## src/rtl/uart_fifo_pkg.sv

```systemverilog
// Shared constants and helpers for the parametrised UART FIFO.
// The optional error-sticky feature is enabled by defining UART_FIFO_ERR_EN.
package uart_fifo_pkg;

   localparam int DEF_DATA_WIDTH = 8;
   localparam int DEF_ADDR_BITS  = 4;

   localparam int POLICY_DROP      = 0;
   localparam int POLICY_OVERWRITE = 1;

   typedef enum logic [1:0] {
      LVL_HOLD = 2'd0,
      LVL_INC  = 2'd1,
      LVL_DEC  = 2'd2
   } level_op_e;

   // Occupancy spans 0..DEPTH inclusive, so it needs one bit more than an address.
   function automatic int level_width(input int addr_bits);
      return addr_bits + 1;
   endfunction

endpackage

```

## src/rtl/uart_fifo_mem.sv

```systemverilog
// Simple dual-port storage for the UART FIFO: one write port, one registered read port.
// No reset on the array or the read register; locations are always written before being read.
module uart_fifo_mem
   import uart_fifo_pkg::*;
#(
   parameter int DATA_WIDTH = DEF_DATA_WIDTH,
   parameter int ADDR_BITS  = DEF_ADDR_BITS
) (
   input  logic                  clock,
   input  logic                  wr_en_i,
   input  logic [ADDR_BITS-1:0]  wr_addr_i,
   input  logic [DATA_WIDTH-1:0] wr_data_i,
   input  logic                  rd_en_i,
   input  logic [ADDR_BITS-1:0]  rd_addr_i,
   output logic [DATA_WIDTH-1:0] rd_data_o
);

   localparam int DEPTH = 2 ** ADDR_BITS;

   logic [DATA_WIDTH-1:0] mem_q [DEPTH];
   logic [DATA_WIDTH-1:0] rd_data_q;

   // Read-before-write: a simultaneous read of the slot being overwritten sees the old word.
   always_ff @(posedge clock) begin
      if (wr_en_i) begin
         mem_q[wr_addr_i] <= wr_data_i;
      end
      if (rd_en_i) begin
         rd_data_q <= mem_q[rd_addr_i];
      end
   end

   assign rd_data_o = rd_data_q;

endmodule

```

## src/rtl/uart_fifo_buffer.sv

```systemverilog
// Parametrised UART FIFO with drop/overwrite policy, level, thresholds and registered read port.
// Define UART_FIFO_ERR_EN to add overflow_sticky/underflow_sticky outputs and err_clear input.
module uart_fifo_buffer
   import uart_fifo_pkg::*;
#(
   parameter int DATA_WIDTH = DEF_DATA_WIDTH,
   parameter int ADDR_BITS  = DEF_ADDR_BITS,
   parameter int AF_LEVEL   = (2 ** ADDR_BITS) - 2,
   parameter int AE_LEVEL   = 2,
   parameter int OVERWRITE  = POLICY_DROP
) (
   input  logic                              clock,
   input  logic                              reset,
   input  logic                              wr_en,
   input  logic [DATA_WIDTH-1:0]             wr_data,
   input  logic                              rd_en,
   output logic [DATA_WIDTH-1:0]             rd_data,
   output logic                              rd_valid,
   output logic [level_width(ADDR_BITS)-1:0] level,
   output logic                              full,
   output logic                              empty,
   output logic                              almost_full,
   output logic                              almost_empty,
   output logic                              overflow,
   output logic                              underflow
`ifdef UART_FIFO_ERR_EN
   ,
   input  logic                              err_clear,
   output logic                              overflow_sticky,
   output logic                              underflow_sticky
`endif
);

   localparam int             LW       = level_width(ADDR_BITS);
   localparam int             DEPTH    = 2 ** ADDR_BITS;
   localparam logic [LW-1:0]  LVL_FULL = LW'(DEPTH);
   localparam logic [LW-1:0]  LVL_AF   = LW'(AF_LEVEL);
   localparam logic [LW-1:0]  LVL_AE   = LW'(AE_LEVEL);
   localparam logic           OVW_EN   = (OVERWRITE == POLICY_OVERWRITE);

   logic [ADDR_BITS-1:0]  wr_ptr_q, wr_ptr_d;
   logic [ADDR_BITS-1:0]  rd_ptr_q, rd_ptr_d;
   logic [LW-1:0]         level_q, level_d;
   logic                  rd_valid_q, rd_valid_d;
   logic                  overflow_q, overflow_d;
   logic                  underflow_q, underflow_d;
   logic                  primed_q, primed_d;
   logic                  rd_acc, wr_acc, ovw_evict;
   level_op_e             lvl_op;
   logic [DATA_WIDTH-1:0] mem_rd_data;

   assign full         = (level_q == LVL_FULL);
   assign empty        = (level_q == '0);
   assign almost_full  = (level_q >= LVL_AF);
   assign almost_empty = (level_q <= LVL_AE);

   always_comb begin
      rd_acc      = rd_en && !empty;
      wr_acc      = wr_en && (!full || rd_acc || OVW_EN);
      // Overwrite-when-full evicts the oldest word so the level stays at DEPTH.
      ovw_evict   = wr_en && full && !rd_acc && OVW_EN;
      overflow_d  = wr_en && full && !rd_acc;
      underflow_d = rd_en && empty;
      rd_valid_d  = rd_acc;
      primed_d    = primed_q || rd_acc;

      lvl_op = LVL_HOLD;
      if (wr_acc && !rd_acc && !ovw_evict) begin
         lvl_op = LVL_INC;
      end else if (rd_acc && !wr_acc) begin
         lvl_op = LVL_DEC;
      end

      wr_ptr_d = wr_acc ? wr_ptr_q + ADDR_BITS'(1) : wr_ptr_q;
      rd_ptr_d = (rd_acc || ovw_evict) ? rd_ptr_q + ADDR_BITS'(1) : rd_ptr_q;

      case (lvl_op)
         LVL_INC: level_d = level_q + LW'(1);
         LVL_DEC: level_d = level_q - LW'(1);
         default: level_d = level_q;
      endcase
   end

   always_ff @(posedge clock or posedge reset) begin
      if (reset) begin
         wr_ptr_q    <= '0;
         rd_ptr_q    <= '0;
         level_q     <= '0;
         rd_valid_q  <= 1'b0;
         overflow_q  <= 1'b0;
         underflow_q <= 1'b0;
         primed_q    <= 1'b0;
      end else begin
         wr_ptr_q    <= wr_ptr_d;
         rd_ptr_q    <= rd_ptr_d;
         level_q     <= level_d;
         rd_valid_q  <= rd_valid_d;
         overflow_q  <= overflow_d;
         underflow_q <= underflow_d;
         primed_q    <= primed_d;
      end
   end

   uart_fifo_mem #(
      .DATA_WIDTH (DATA_WIDTH),
      .ADDR_BITS  (ADDR_BITS)
   ) u_mem (
      .clock     (clock),
      .wr_en_i   (wr_acc),
      .wr_addr_i (wr_ptr_q),
      .wr_data_i (wr_data),
      .rd_en_i   (rd_acc),
      .rd_addr_i (rd_ptr_q),
      .rd_data_o (mem_rd_data)
   );

   // The storage read register has no reset, so rd_data reads as zero until the first pop.
   assign rd_data   = primed_q ? mem_rd_data : '0;
   assign rd_valid  = rd_valid_q;
   assign level     = level_q;
   assign overflow  = overflow_q;
   assign underflow = underflow_q;

`ifdef UART_FIFO_ERR_EN
   logic ovf_sticky_q, ovf_sticky_d;
   logic udf_sticky_q, udf_sticky_d;

   // Stickies rise together with their pulse; a coincident clear loses to the set.
   always_comb begin
      ovf_sticky_d = ovf_sticky_q;
      udf_sticky_d = udf_sticky_q;
      if (overflow_d) begin
         ovf_sticky_d = 1'b1;
      end else if (err_clear) begin
         ovf_sticky_d = 1'b0;
      end
      if (underflow_d) begin
         udf_sticky_d = 1'b1;
      end else if (err_clear) begin
         udf_sticky_d = 1'b0;
      end
   end

   always_ff @(posedge clock or posedge reset) begin
      if (reset) begin
         ovf_sticky_q <= 1'b0;
         udf_sticky_q <= 1'b0;
      end else begin
         ovf_sticky_q <= ovf_sticky_d;
         udf_sticky_q <= udf_sticky_d;
      end
   end

   assign overflow_sticky  = ovf_sticky_q;
   assign underflow_sticky = udf_sticky_q;
`endif

endmodule

```

## config.mk

```make
export PLATFORM = sky130hd
export DESIGN_NAME = uart_fifo_buffer
export DESIGN_NICKNAME = d
export VERILOG_FILES = /design/src/rtl/uart_fifo_pkg.sv /design/src/rtl/uart_fifo_mem.sv /design/src/rtl/uart_fifo_buffer.sv
export SDC_FILE = /design/constraint.sdc
export NUM_CORES = 1
export LEC_CHECK = 0
export ABC_AREA = 1
export BUFFER_PORTS_ARGS = -buffer_cell sky130_fd_sc_hd__buf_2
export CAP_MARGIN = 5
export CORE_ASPECT_RATIO = 1.4
export CORE_MARGIN = 5
export CORE_UTILIZATION = 60
export DETAILED_ROUTE_END_ITERATION = 6
export GPL_ROUTABILITY_DRIVEN = 0
export PLACE_DENSITY = 0.77
export REMOVE_ABC_BUFFERS = 1
export SLEW_MARGIN = 20
export SYNTH_ARGS = -nofsm -noshare
export SYNTH_HDL_FRONTEND = slang
export SYNTH_SLANG_ARGS = --single-unit
```

## constraint.sdc

```tcl
create_clock -name clock -period 2.2 [get_ports clock]
set_input_delay 0.11 -clock clock [delete_from_list [all_inputs] [get_ports clock]]
set_output_delay 0.11 -clock clock [all_outputs]
set_load 0.02 [all_outputs]
```

==> results.cfg <==
[outcome]
run_status = finished, final reports clean

[layout]
share_of_post_route_cells_with_drive_strength_above_1_pct = 17.2
antenna_cells_inserted = 0
synthToLayoutAreaGrowth_pct = 14.5
final_cell_count_no_fill = 686
finalCoreUtilization_pct = 69.6
number_of_nets_in_the_finished_design = 554
finish.instance_area_um2 = 7160

[detailed_routing]
detailedRoute.firstPassIterationCount = 5
via_count = 4054
routed_wl_um = 13400
wl_cell_um = 19.6
route.detailed.drc = 0
ant_nets = 0
drt_iter0_drc = 366
post_drt_via_cell_ratio = 5.91

[sta]
slew-limit-headroom_pct = 43.3
timing.final.hold_violations = 0
setup_repair_after_global_routing_missed_its_margin = no
final-setup-viol-count = 0
post-route-min-period_ns = 2.11
worst_slack_ns = 0.0917
max_slew.worst_pin.slew_ns = 0.847
max_clock_freq_mhz = 474
max_transition_viols_final = 0
clock-skew-final_ns = 0.00713
worst_hold_slack_ns = 0.0142
post-route-period-util_pct = 95.8
totalNegativeSetupSlack_ns = 0

[die]
die_area_um2 = 12600
start_util_pct = 60.8
die-height_um = 131
rows = 44
chipWidth_um = 96.3
ios = 32
coreArea_um2 = 10300

[power_and_ir_drop]
cellLeakagePower_nw = 2.65
design_power_total_mw = 9.79
largest_voltage_drop_on_the_vdd_net_mv = 1.02
power-per-cell-area_nw_per_um2 = 1370

[synthesis]
syn_area_um2 = 6260
yosys_synthesis_warning_count = 0
post_synth_mux_area_share_pct = 0
post_synth_and_or_nand_nor_area_fraction_pct = 10.3
yosys.area_share.adder_pct = 1.40
synth_top_family_by_area = compound AO/OA/AOI/OAI gates
synthXorXnorAreaFrac_pct = 1.26
yosysSeqAreaShare_pct = 72.1
postSynthCellCount = 494
syn_avg_cell_area_um2 = 12.7
synthDominantAreaCellType = edfxtp_1
synth_top_cells_by_area = edfxtp_1 (65%), dfrtp_1 (6.8%), o21ai_0 (5.4%)
synth-seq-cells = 153
synth_compound_area_share_pct = 11.2
synth.top_cell.area_share_pct = 65.3
synthDistinctLibCells = 31

[clock_network]
cts_tree = yes
tritoncts_buffer_count = 17
clk_path_buf_depth = 2
clk_pin_slew_ns = 0.06
maximum_level_of_the_cts_h_tree = 4
clock_insertion_delay_worst_skew_ns = 0.42
cts.sink_count = 153
cts_root_buffer = clkbuf_16
cts_post_setup_buffers_inserted = 0

[critical_path]
worst_setup_path_start_kind = flop
worstReg2RegStart = level[2]
worstPathCellList = nor2_2, nand2_1, nor3_2, nand2_1, nand2_2, inv_4, nand2_1, nor2_1
ff2ff_setup_slack_ns = 0.09
crit_path_start = level[2]
crit_required_ns = 2.25
max_stage_delay_ns = 0.67
cp_num_cells = 8
worst_ep_arrival_time_ns = 2.16
crit_end = u_mem.mem_q[10][1]
cell_at_the_slowest_stage_of_the_critical_path = nor2_1
crit_path_frequent_cell = nand2_1
criticalPathCategory = reg -> reg
critPathTopFamily = simple AND/OR/NAND/NOR gates
crit_path_max_fanout = 8
number_of_cells_on_the_worst_reg_to_reg_path = 8
path_buf_inv = 1
endpoint_kind = flop
r2r_end = u_mem.mem_q[10][1]

[place]
pre_cts_slack_ns = 0.121
placed_cells = 652
detailed_place_hpwl_um = 9010
dpl_cell_area_um2 = 6580
number_of_buffer_cells_added_on_primary_ports = 31

[global_route]
global_route.overflow_total = 0
grtUsageTotal_pct = 23.4
first_global_vias = 4127
antenna_found_initial = 0
grt_start_max_net_pins = 46
grt_pass1_wl_um = 21200

[run]
max_cap_violation_count = 0

[hold_path]
hold_path_class = in -> reg
-- synthesized netlist by cell type (all sizes together) --
cell type and count:
or2 3, nand3b 1, nand3 14, clkbuf 18, nor2 84, nor3 1
ha 7, edfxtp 136, clkinv 3, nand4 4, xor2 9, inv 30
buf 7, o21ai 70, nand2 45, o22ai 9, a21oi 4, o221ai 23
dfrtp 17, o211ai 9
-- tightest hold or removal path: stages --
cell,delay [ns]
buf_2,0.11
nand2_2,0.09
xor2_1,0.08
-- layout by cell type (no fill, tap or decap), drive strengths merged, types with 3 or more instances in the layout --
cell,synthesis,final
nor2,84,84
or2,3,3
nand3,14,14
inv,30,32
o211ai,9,9
nand4,4,4
edfxtp,136,136
clkinv,3,13
a21oi,4,4
o22ai,9,9
dfrtp,17,17
xor2,9,9
nand2,45,45
clkbuf,18,18
buf,7,45
o221ai,23,23
o21ai,70,70
ha,7,7
-- final cells by class --
type                            instances  area [um^2]
Clock buffer                           18          429
Tap cell                              138          173
Fill cell                             698         3130
Timing Repair Buffer                   47          280
Sequential cell                       153         4510
Inverter                               33          128
Multi-Input combinational cell        283         1520
Clock inverter                         14          124
-- how the worst min path moves through the flow --
stage	to	slack [ns]	from	depth (start not counted)
2_1_floorplan	level[0]	0.04	reset	1
3_3_place_gp	level[3]	0.28	reset	2
3_5_place_dp	level[3]	0.30	reset	2
4_1_cts	wr_ptr_q[0]	0.005	wr_en	3
5_1_grt	wr_ptr_q[0]	0.02	wr_en	3
6_report	wr_ptr_q[0]	0.01	wr_en	3
-- cells by family after synthesis --
group	count (synthesis)
AND/OR/NAND/NOR	152
XOR/XNOR	9
adder cells (fa/ha/maj)	7
flip-flops	153
buffers and inverters	58
AO/OA/AOI/OAI	115
-- what timing repair did --
action / CTS / global route
hold endpoints to repair: 18 / 0
setup endpoints to repair: 0 / 10
hold buffers: 2 / 0
resized for setup: 0 / 3
-- where the power goes --
group	switching [mW]	total, mW	internal [mW]
clock network	1.15	2.70	1.56
logic	2.18	3.20	1.02
registers	0.210	3.89	3.68
total	3.54	9.79	6.26
-- layer usage --
layer	share of wire, %	vias up	track usage, %
li1	-	1875	-
met1	37	1944	26.8
met2	53	198	41.4
met3	6.4	37	5.27
met4	2.8	0	10.2
met5	0	-	0
-- sequential cells by signal, summed over array words and instances, names as in the netlist --
name and cells:
rd_ptr_q 4, u_mem.rd_data_o 8, underflow 1, overflow 1, rd_valid 1, wr_ptr_q 4, u_mem.mem_q 128, primed_q 1
level 5
Power figures use the tool's default switching activity.
